<file path="src/rtl/seat_lookup.sv">
// Seat table lookup: scans the table through a synchronous read port and
// reports the lowest seat whose entry equals the query (0 queries the first free seat).
module seat_lookup #(
  parameter int SEATS  = 32,
  parameter int SEAT_W = 5,
  parameter int ID_W   = 32
) (
  input  logic              clk,
  input  logic              reset,
  input  logic              start,
  input  logic [ID_W-1:0]   query_id,
  output logic              rd_en,
  output logic [SEAT_W-1:0] rd_addr,
  input  logic [ID_W-1:0]   rd_data,
  output logic              busy,
  output logic              done,
  output logic              found,
  output logic [SEAT_W-1:0] seat_no
);

  typedef enum logic [1:0] {
    IDLE  = 2'd0,
    SCAN  = 2'd1,
    DRAIN = 2'd2
  } state_t;

  localparam logic [SEAT_W-1:0] LAST_SEAT = SEAT_W'(SEATS - 1);

  state_t            state_r, state_s;
  logic [ID_W-1:0]   query_r, query_s;
  logic              rd_en_r, rd_en_s;
  logic [SEAT_W-1:0] rd_addr_r, rd_addr_s;
  logic              busy_r, busy_s;
  logic              done_r, done_s;
  logic              found_r, found_s;
  logic [SEAT_W-1:0] seat_no_r, seat_no_s;
  // compare stage: address whose data is on rd_data this cycle
  logic              cmp_valid_r, cmp_valid_s;
  logic [SEAT_W-1:0] cmp_addr_r, cmp_addr_s;
  logic              match_s;

  assign match_s = cmp_valid_r && (rd_data == query_r);

  // State and output registers
  always_ff @(posedge clk or posedge reset) begin
    if (reset) begin
      state_r     <= IDLE;
      query_r     <= '0;
      rd_en_r     <= 1'b0;
      rd_addr_r   <= '0;
      busy_r      <= 1'b0;
      done_r      <= 1'b0;
      found_r     <= 1'b0;
      seat_no_r   <= '0;
      cmp_valid_r <= 1'b0;
      cmp_addr_r  <= '0;
    end else begin
      state_r     <= state_s;
      query_r     <= query_s;
      rd_en_r     <= rd_en_s;
      rd_addr_r   <= rd_addr_s;
      busy_r      <= busy_s;
      done_r      <= done_s;
      found_r     <= found_s;
      seat_no_r   <= seat_no_s;
      cmp_valid_r <= cmp_valid_s;
      cmp_addr_r  <= cmp_addr_s;
    end
  end

  // Next-state logic
  always_comb begin
    state_s = state_r;
    case (state_r)
      IDLE: begin
        if (start) begin
          state_s = SCAN;
        end else begin
          state_s = IDLE;
        end
      end
      SCAN: begin
        if (match_s) begin
          state_s = IDLE;
        end else if (rd_addr_r == LAST_SEAT) begin
          state_s = DRAIN;
        end else begin
          state_s = SCAN;
        end
      end
      DRAIN: begin
        state_s = IDLE;
      end
      default: begin
        state_s = IDLE;
      end
    endcase
  end

  // Next values of the registered outputs and compare pipeline
  always_comb begin
    query_s     = query_r;
    rd_en_s     = rd_en_r;
    rd_addr_s   = rd_addr_r;
    busy_s      = busy_r;
    done_s      = 1'b0;
    found_s     = found_r;
    seat_no_s   = seat_no_r;
    cmp_valid_s = 1'b0;
    cmp_addr_s  = rd_addr_r;
    case (state_r)
      IDLE: begin
        if (start) begin
          query_s   = query_id;
          rd_en_s   = 1'b1;
          rd_addr_s = '0;
          busy_s    = 1'b1;
          found_s   = 1'b0;
          seat_no_s = '0;
        end else begin
          rd_en_s   = 1'b0;
        end
      end
      SCAN: begin
        if (match_s) begin
          // the read issued this cycle is dropped; a lower seat already matched
          found_s   = 1'b1;
          seat_no_s = cmp_addr_r;
          done_s    = 1'b1;
          busy_s    = 1'b0;
          rd_en_s   = 1'b0;
        end else if (rd_addr_r == LAST_SEAT) begin
          rd_en_s     = 1'b0;
          cmp_valid_s = rd_en_r;
        end else begin
          rd_addr_s   = rd_addr_r + SEAT_W'(1);
          cmp_valid_s = rd_en_r;
        end
      end
      DRAIN: begin
        // only the last seat's compare is outstanding here
        found_s   = match_s;
        seat_no_s = match_s ? cmp_addr_r : '0;
        done_s    = 1'b1;
        busy_s    = 1'b0;
        rd_en_s   = 1'b0;
      end
      default: begin
        rd_en_s = 1'b0;
        busy_s  = 1'b0;
      end
    endcase
  end

  assign rd_en   = rd_en_r;
  assign rd_addr = rd_addr_r;
  assign busy    = busy_r;
  assign done    = done_r;
  assign found   = found_r;
  assign seat_no = seat_no_r;

endmodule

</file>
<file path="config.mk">
export PLATFORM = sky130hd
export DESIGN_NAME = seat_lookup
export DESIGN_NICKNAME = d
export VERILOG_FILES = /design/src/rtl/seat_lookup.sv
export SDC_FILE = /design/constraint.sdc
export NUM_CORES = 1
export LEC_CHECK = 0
export BUFFER_PORTS_ARGS = -buffer_cell sky130_fd_sc_hd__buf_2
export CAP_MARGIN = 20
export CORE_MARGIN = 3
export CORE_UTILIZATION = 30
export DETAILED_ROUTE_END_ITERATION = 10
export SLEW_MARGIN = 30
export SYNTH_ARGS = -nofsm -noshare
export SYNTH_HDL_FRONTEND = slang
export SYNTH_SLANG_ARGS = --single-unit
</file>
<file path="constraint.sdc">
create_clock -name clk -period 2.5 [get_ports clk]
set_input_delay 0.5 -clock clk [delete_from_list [all_inputs] [get_ports clk]]
set_output_delay 0.5 -clock clk [all_outputs]
set_load 0.05 [all_outputs]
</file>
==> results of run 1 <==
[sequential cells by signal, indices dropped and copies added, names as in the netlist]
signal       count
busy             1
cmp_addr_r       5
cmp_valid_r      1
done             1
found            1
query_r         32
rd_addr          5
rd_en            1
seat_no          5
state_r          2
[kinds of logic after synthesis]
| logic type | after synthesis | share of synthesized area |
|---|---|---|
| DFF | 54 | 0.530 |
| and+or+nand+nor | 38 | 0.0878 |
| muxes | 36 | 0.157 |
| xor gates and xnor gates | 32 | 0.110 |
| AOI/OAI and AO/OA | 20 | 0.0613 |
| buffers and inverters | 15 | 0.0250 |
| adders and majority gates | 6 | 0.0294 |
[worst max path at each step]
stage	startpoint	cells past startpoint	to	slack, ns
2_1_floorplan	rd_data[12]	7	seat_no[0]	0.01
3_3_place_gp	rd_data[2]	8	seat_no[4]	-0.18
3_5_place_dp	rd_data[25]	7	seat_no[4]	-0.19
4_1_cts	query_r[2]	7	seat_no[4]	0.02
5_1_grt	query_r[6]	6	seat_no[2]	0.006
6_report	query_r[25]	6	seat_no[3]	0.09
[per-stage QoR]
| stage | hold slack (ns) | util | instance area (um^2) | cells |
|---|---|---|---|---|
| final | 0.201 | 0.393 | 3230 | 395 |
| after global routing | 0.218 | 0.393 | 3230 | 395 |
| after CTS | 0.220 | 0.392 | 3220 | 395 |
| after detailed placement | 0.449 | 0.380 | 3120 | 387 |
| after global placement | 0.446 | 0.380 | 3120 | 387 |
| after floorplan | 0.442 | - | 2550 | 201 |
[power breakdown]
group	internal (mW)	leakage, nW	total [mW]	switching, mW
Sequential	1.24	0.664	1.50	0.262
Clock	0.203	0.0483	0.503	0.300
Combinational	0.594	0.877	1.17	0.581
Total	2.03	1.59	3.18	1.14
[per-layer routing]
| metal | routed length (um) | vias to the layer above |
|---|---|---|
| met3 | 324 | 5 |
| li1 | - | 875 |
| met4 | 57 | 0 |
| met1 | 2370 | 868 |
| met5 | 0 | - |
| met2 | 2550 | 45 |
[cell usage in the layout (no fill, tap or decap), types with 2 or more instances in the layout]
cell type	netlist	routed
nor2_1	6	6
o21ai_0	4	4
a22o_1	5	5
clkinv_4	0	3
nor4_1	4	3
ha_1	6	6
a21boi_0	2	2
a21oi_1	2	2
and3_1	2	2
dfrtp_1	54	54
xnor2_1	16	15
a21o_1	3	3
buf_4	0	7
nand4_1	4	4
nand3_1	4	4
inv_1	8	7
xor2_1	16	16
mux2i_1	4	4
or4_4	2	2
mux2_2	32	32
nand2_1	9	9
clkbuf_8	0	5
buf_2	0	80
[worst max-delay path, delay by kind of cell, from the launching register on]
kind | cells | cell delay, ns
AND/OR/NAND/NOR | 3 | 1.12
AO/OA/AOI/OAI | 2 | 0.61
flip-flops | 1 | 0.41
XOR/XNOR | 1 | 0.17
[final cells by class]
| cell class | instances | area (um^2) |
|---|---|---|
| Fill cell | 829 | 4990 |
| Tap cell | 105 | 131 |
| Clock inverter | 3 | 26.3 |
| Inverter | 8 | 30.0 |
| Sequential cell | 54 | 1350 |
| Multi-Input combinational cell | 132 | 1150 |
| Timing Repair Buffer | 88 | 473 |
| Clock buffer | 5 | 68.8 |
[timing repair]
item / 4_1_cts / 5_1_grt
endpoints found under the hold margin: 0 / 0
endpoints found under the setup margin: 0 / 5
gates resized for setup: 0 / 2
==> results.yml, run 1 <==
run_status:
  outcome: "finished, final reports clean"
logic_synthesis:
  ys_top_cells_by_area: "dfrtp_1, mux2_2, xnor2_1, xor2_1, ha_1"
  synth_fp_nets: 274
  synth-seq-cells: 54
  synth_edf_count: 0
  synth.top_cells.by_count: "dfrtp_1, mux2_2, xnor2_1, xor2_1, nand2_1"
  yosysSeqAreaShare: 0.530
  syn_area_um2: 2550
  synth_flop_cell: "dfrtp_1"
  yosysUniqueCellTypes: 32
  synthCells: 201
  yosysWarnings: 0
  syn_area_per_cell_um2: 12.7
  synth_top_cell_by_area: "dfrtp_1"
  postSynth.asyncResetShare: 1.00
  synth_top_area_frac: 0.530
  synth.most_common_cell: "dfrtp_1"
placement:
  dp_slack_ns: -0.187
  hpwl_mm: 4.09
  portBuffers: 80
  gp_congestion: 0.740
grt:
  use_met2: 0.192
  grt_pass1_vias: 1942
  grt_max_degree: 35
  overflow: 0
  grt_use_total: 0.118
  grt_antenna_before_repair: 0
  globalRoute.busiestLayer: "met2"
  grt_pass1_wl_mm: 9.19
  use_met3: 0.0357
  met1_usage: 0.155
drt:
  post-route-drc-count: 0
  drt-pass1-iter-count: 4
  viasPerCell: 4.54
  via_count: 1793
  ant_nets: 0
  routedWlPerCell_um: 13.4
  drtIter0Drc: 52
  wl_mm: 5.30
clock_network:
  cts_tree: "done"
  cts-hold-fix-buffers: 0
  post_cts_buffers: 0
  path_clk_slew_ns: 0.11
  clk_latency_ns: 0.31
  cts_buffers: 5
  ctsRootBufferMaster: "clkbuf_8"
  htreeDepth: 2
  cts_sinks: 54
  cts.path.max_buffers: 2
sta:
  min_period_ns: 2.41
  post-route-period-util: 0.965
  skew_ns: 0.0132
  worst_pin_slew_ns: 0.505
  fin_ws_ns: 0.0887
  hold_viol_final: 0
  rsz0062_at_grt: "false"
  setup-violations-final: 0
  drv_slew: 0
  tns_ns: 0
  max_slew_margin: 0.663
  fmax_mhz: 415
floorplanning:
  rows: 33
  initial_utilization: 0.310
  die_w_um: 98.2
  ios: 81
  fp.dieH_um: 98.2
  die_area_um2: 9650
  core_area_um2: 8220
pwr:
  p_per_area_nw_per_um2: 983
  p_leak_nw: 1.59
  design_power_total_mw: 3.18
  vdd_drop_max_mv: 0.379
final_layout:
  diodes: 0
  final_nets: 362
  areaGrowthSynthToFinish_pct: 26.6
  drive_gt1_frac: 0.476
critical_path:
  arrival_ns: 2.62
  cp.required_ns: 2.71
  cpMaxStageDelayCell: "or4_4"
  reg2regPathDepth: 6
  start_kind: "flop"
  cp_common_cell: "or4_4"
  worstSetupPathType: "reg2reg"
  crit_path_max_fanout: 6
  max_stage_delay_ns: 0.51
  end_kind: "flop"
  reg2reg_from: "query_r[25]"
  r2r_slack_ns: 0.09
  crit_chain: "xnor2_2 > nand4_1 > or4_4 > or4_4 > a211o_4 > a22o_1"
  r2r_end: "seat_no[3]"
run:
  max-cap-violations: 0
worst_hold_path:
  hold_class: "in2async"
Note: power is estimated with default switching activity, not from simulation.
==> run 2: changes to the inputs <==
--- a/config.mk
+++ b/config.mk
@@ -7,8 +7,10 @@
 export LEC_CHECK = 0
 export BUFFER_PORTS_ARGS = -buffer_cell sky130_fd_sc_hd__buf_2
 export CAP_MARGIN = 20
+export CORE_ASPECT_RATIO = 1.4
 export CORE_MARGIN = 3
 export CORE_UTILIZATION = 30
+export CTS_BUF_LIST = sky130_fd_sc_hd__clkbuf_8
 export DETAILED_ROUTE_END_ITERATION = 10
 export SLEW_MARGIN = 30
 export SYNTH_ARGS = -nofsm -noshare
==> results.yml, run 2 (same netlist as run 1, synthesis figures left out) <==
pwr:
  p_leak_nw: 1.58
  p_per_area_nw_per_um2: 977
  switching_power_mw: 1.12
  design_power_total_mw: 3.14
  p_clk_frac: 0.148
  p_comb_frac: 0.377
  power_switching_share: 0.356
  vdd_drop_max_mv: 0.363
  seqPwrFrac: 0.475
  p_int_mw: 2.02
sta:
  drv_slew: 0
  setup-violations-final: 0
  rsz0062_at_grt: "false"
  post-route-period-util: 0.972
  fmax_mhz: 412
  worst_pin_slew_ns: 0.568
  hold_slack_ns: 0.240
  hold_viol_final: 0
  max_slew_margin: 0.621
  min_period_ns: 2.43
  skew_ns: 0.00567
clock_network:
  cts_buffers: 5
  clk_latency_ns: 0.30
  cts_sinks: 54
  htreeDepth: 2
  path_clk_slew_ns: 0.09
  post_cts_buffers: 0
  cts_tree: "done"
  ctsRootBufferMaster: "clkbuf_8"
  cts.path.max_buffers: 2
  cts-hold-fix-buffers: 0
critical_path:
  crit_buf_inv: 0
  crit_family: "simple AND/OR/NAND/NOR gates"
  crit_path_max_fanout: 6
  end_kind: "flop"
  arrival_ns: 2.63
  start_kind: "flop"
  crit_chain: "xnor2_1 > nand4_1 > or4_4 > or4_4 > a211o_4 > a22o_1"
  max_stage_delay_ns: 0.56
  worstSetupPathType: "reg2reg"
  cp.required_ns: 2.70
  cp_common_cell: "or4_4"
  cpMaxStageDelayCell: "or4_4"
floorplanning:
  ios: 81
  die_area_um2: 9660
  rows: 39
  die_w_um: 83.9
  initial_utilization: 0.311
  fp.dieH_um: 115
  core_area_um2: 8200
final_layout:
  final_nets: 361
  final_cell_mix: "buf_2, dfrtp_1, mux2_2"
  final_util: 0.392
  diodes: 0
  areaGrowthSynthToFinish_pct: 26.0
  final_common_cell: "buf_2"
  largest_reg_flops: 32
  regMostFlops: "query_r"
  n_fill_cell: 847
  drive_gt1_frac: 0.479
grt:
  grt_pass1_wl_mm: 8.47
  grt_pass1_vias: 1844
  overflow: 0
  grt_use_total: 0.111
  grt_max_degree: 35
  grt_antenna_before_repair: 0
run_status:
  outcome: "finished, final reports clean"
drt:
  via_count: 1768
  post-route-drc-count: 0
  routedWlPerCell_um: 13.1
  viasPerCell: 4.53
  ant_nets: 0
  drtIter0Drc: 31
  drt-pass1-iter-count: 4
  wl_mm: 5.10
placement:
  hpwl_mm: 4.03
  portBuffers: 80
  gp_congestion: 0.717
worst_hold_path:
  hold_class: "in2async"
run:
  max-cap-violations: 0
run 2: changes by cell type in the layout (fill, tap and decap cells not counted):
cell and change:
clkinv_4 -3, nor4_1 -3, nor4_2 +3, clkinv_2 +2, buf_4 -1, xnor2_1 +1, xnor2_2 -1
run 2: timing repair:
| item | CTS | global route |
|---|---|---|
| pin swaps | 0 | 3 |
| cloned | 0 | 0 |
| gates resized for setup | 1 | 3 |
| setup endpoints to repair | 1 | 7 |
run 2: power groups by stage:
| stage | clock network (mW) | registers [mW] | logic, mW |
|---|---|---|---|
| 3_3_place_gp | 0 | 1.50 | 1.15 |
| 2_1_floorplan | 0 | 1.63 | 0.730 |
| 3_5_place_dp | 0 | 1.52 | 1.17 |
| 4_1_cts | 0.492 | 1.50 | 1.19 |
| 6_report | 0.465 | 1.49 | 1.18 |
| 5_1_grt | 0.520 | 1.55 | 1.31 |
run 2: final cells by class:
type | count | area (um^2) | share of cell area
multi-input cells | 132 | 1160 | 0.361
well taps | 102 | 128 | 0.0397
repair buffers | 87 | 465 | 0.145
inverters | 8 | 30.0 | 0.00934
flip-flops and latches | 54 | 1350 | 0.420
clock buffers | 5 | 68.8 | 0.0214
clock inverters | 2 | 10.0 | 0.00311
run 2: per-layer routing:
metal	track usage	vias up	share of wire
met4	0.0386	0	0.014
li1	-	866	-
met1	0.119	850	0.39
met2	0.209	46	0.54
met3	0.0294	6	0.050
met5	0	-	0
run 2: stage by stage:
stage	cell area, um^2	worst slack [ns]	setup TNS (ns)	cells
final	3210	0.0699	0	390
after global routing	3210	0.00208	0	390
after CTS	3200	0.0282	0	390
after detailed placement	3110	-0.193	-1.31	383
after global placement	3110	-0.209	-1.49	383
after floorplan	2550	0.00991	0	201
run 2: path summary, 6_finish.rpt:
kind	startpoint	endpoint	slack [ns]	cells after the start
worst max register to register	query_r[4]	seat_no[0]	0.07	6
worst min-delay path	reset	seat_no[4]	0.24	2
max in group asynchronous	reset	query_r[10]	1.70	3
min in group clk	query_id[0]	query_r[0]	0.42	2
worst max-delay path	query_r[4]	seat_no[0]	0.07	6
worst min register to register	cmp_addr_r[2]	seat_no[2]	0.47	1
==> run 3: changes to the inputs <==
--- a/config.mk
+++ b/config.mk
@@ -5,12 +5,12 @@
 export SDC_FILE = /design/constraint.sdc
 export NUM_CORES = 1
 export LEC_CHECK = 0
-export BUFFER_PORTS_ARGS = -buffer_cell sky130_fd_sc_hd__buf_2
+export BUFFER_PORTS_ARGS = -buffer_cell sky130_fd_sc_hd__clkbuf_2
 export CAP_MARGIN = 20
 export CORE_ASPECT_RATIO = 1.4
 export CORE_MARGIN = 3
 export CORE_UTILIZATION = 30
-export CTS_BUF_LIST = sky130_fd_sc_hd__clkbuf_8
+export CTS_BUF_LIST = sky130_fd_sc_hd__clkbuf_2
 export DETAILED_ROUTE_END_ITERATION = 10
 export SLEW_MARGIN = 30
 export SYNTH_ARGS = -nofsm -noshare
==> results.yml, run 3 (same netlist as run 1, synthesis figures left out) <==
run_status:
  outcome: "finished, final reports clean"
drt:
  drt-pass1-iter-count: 2
  wl_mm: 5.10
  drtIter0Drc: 45
  via_count: 1805
  viasPerCell: 4.59
  routedWlPerCell_um: 13.0
  post-route-drc-count: 0
  ant_nets: 0
sta:
  drv_slew: 0
  worst_pin_slew_ns: 0.582
  max_slew_margin: 0.611
  min_period_ns: 2.42
  hold_viol_final: 0
  rsz0062_at_grt: "false"
  setup-violations-final: 0
  fmax_mhz: 413
  post-route-period-util: 0.969
  skew_ns: 0.0336
  hold_slack_ns: 0.0198
clock_network:
  cts_buffers: 5
  clk_latency_ns: 0.46
  cts_sinks: 54
  ctsRootBufferMaster: "clkbuf_2"
  cts.path.max_buffers: 2
  cts_tree: "done"
  htreeDepth: 2
  cts-hold-fix-buffers: 0
  path_clk_slew_ns: 0.30
floorplanning:
  rows: 39
  die_area_um2: 9660
  die_w_um: 83.9
  ios: 81
  initial_utilization: 0.311
  fp.dieH_um: 115
  core_area_um2: 8200
pwr:
  p_per_area_nw_per_um2: 974
  vdd_drop_max_mv: 0.407
  p_leak_nw: 1.60
  design_power_total_mw: 3.14
critical_path:
  worstSetupPathType: "reg2reg"
  r2r_end: "seat_no[3]"
  start_kind: "flop"
  max_stage_delay_ns: 0.57
  reg2reg_from: "query_r[16]"
  end_kind: "flop"
  r2r_slack_ns: 0.08
  cpMaxStageDelayCell: "or4_4"
  crit_chain: "xnor2_1 > nand4_1 > or4_4 > or4_4 > a211o_4 > a22o_1"
  cp_common_cell: "or4_4"
  reg2regPathDepth: 6
  cp.required_ns: 2.90
  arrival_ns: 2.82
  crit_path_max_fanout: 6
final_layout:
  final_util: 0.393
  regMostFlops: "query_r"
  final_cell_mix: "clkbuf_2, dfrtp_1, mux2_2"
  final_common_cell: "clkbuf_2"
  diodes: 0
  final_nets: 363
  largest_reg_flops: 32
  drive_gt1_frac: 0.485
  design_area_um2: 3220
  multi_input_area_um2: 1160
  seq_area_um2: 1350
  n_fill_cell: 844
  areaGrowthSynthToFinish_pct: 26.2
  fin_cells: 393
grt:
  grt_use_total: 0.114
  overflow: 0
  grt_antenna_before_repair: 0
  grt_pass1_wl_mm: 8.72
  grt_max_degree: 35
  grt_pass1_vias: 1877
run:
  max-cap-violations: 0
placement:
  gp_congestion: 0.701
  placed_area_um2: 3120
  hpwl_mm: 4.09
  portBuffers: 80
  dp_cells: 384
worst_hold_path:
  hold_class: "in2async"
-- run 3: cell count changes in the layout (fill, tap and decap cells not counted), sizes merged --
cell	before	now
buf	87	9
bufinv	0	1
clkbuf	5	85
clkinv	2	1
inv	8	9
-- run 3: worst max-delay path by stage --
stage | from | endpoint | slack (ns) | cells after the start
floorplan | rd_data[12] | seat_no[0] | 0.01 | 7
global placement | rd_data[2] | seat_no[4] | -0.21 | 8
detailed placement | rd_data[2] | seat_no[3] | -0.22 | 8
CTS | query_r[2] | seat_no[3] | 0.04 | 7
global route | query_r[2] | seat_no[3] | 0.0002 | 7
finish | query_r[16] | seat_no[3] | 0.08 | 6
-- run 3: final cells by class --
class / count / share of cell area
Inverter: 8 / 0.00932
Sequential cell: 54 / 0.420
Clock buffer: 5 / 0.00777
Multi-Input combinational cell: 132 / 0.361
Clock inverter: 3 / 0.0136
Tap cell: 102 / 0.0396
Timing Repair Buffer: 89 / 0.149
-- run 3: power breakdown --
group          internal, mW  switching [mW]
registers              1.23           0.258
logic                 0.606           0.585
clock network         0.171           0.283
total                  2.01            1.13
-- run 3: per-layer routing --
metal,vias to the layer above,wire (um),track usage,part of all wire
li1,879,-,-,-
met1,865,1920,0.126,0.38
met2,50,2760,0.206,0.54
met3,11,285,0.0315,0.056
met4,0,133,0.0504,0.026
met5,-,0,0,0
-- run 3: timing repair --
item,CTS,global route
buffers inserted,0,1
setup endpoints to repair,6,5
gates resized for setup,1,3
pin swaps,0,1
-- run 3: worst max-delay path, delay by kind of cell, from the launching register on --
| family | cells | cell delay (ns) |
|---|---|---|
| compound gates | 2 | 0.62 |
| xor+xnor | 1 | 0.16 |
| flops | 1 | 0.47 |
| simple gates | 3 | 1.16 |
-- run 3: per-stage QoR --
step           TNS (ns)  setup WS (ns)
5_1_grt               0       0.000249
3_5_place_dp      -1.55         -0.224
6_report              0         0.0769
3_3_place_gp      -1.47         -0.214
2_1_floorplan         0        0.00991
4_1_cts               0         0.0370
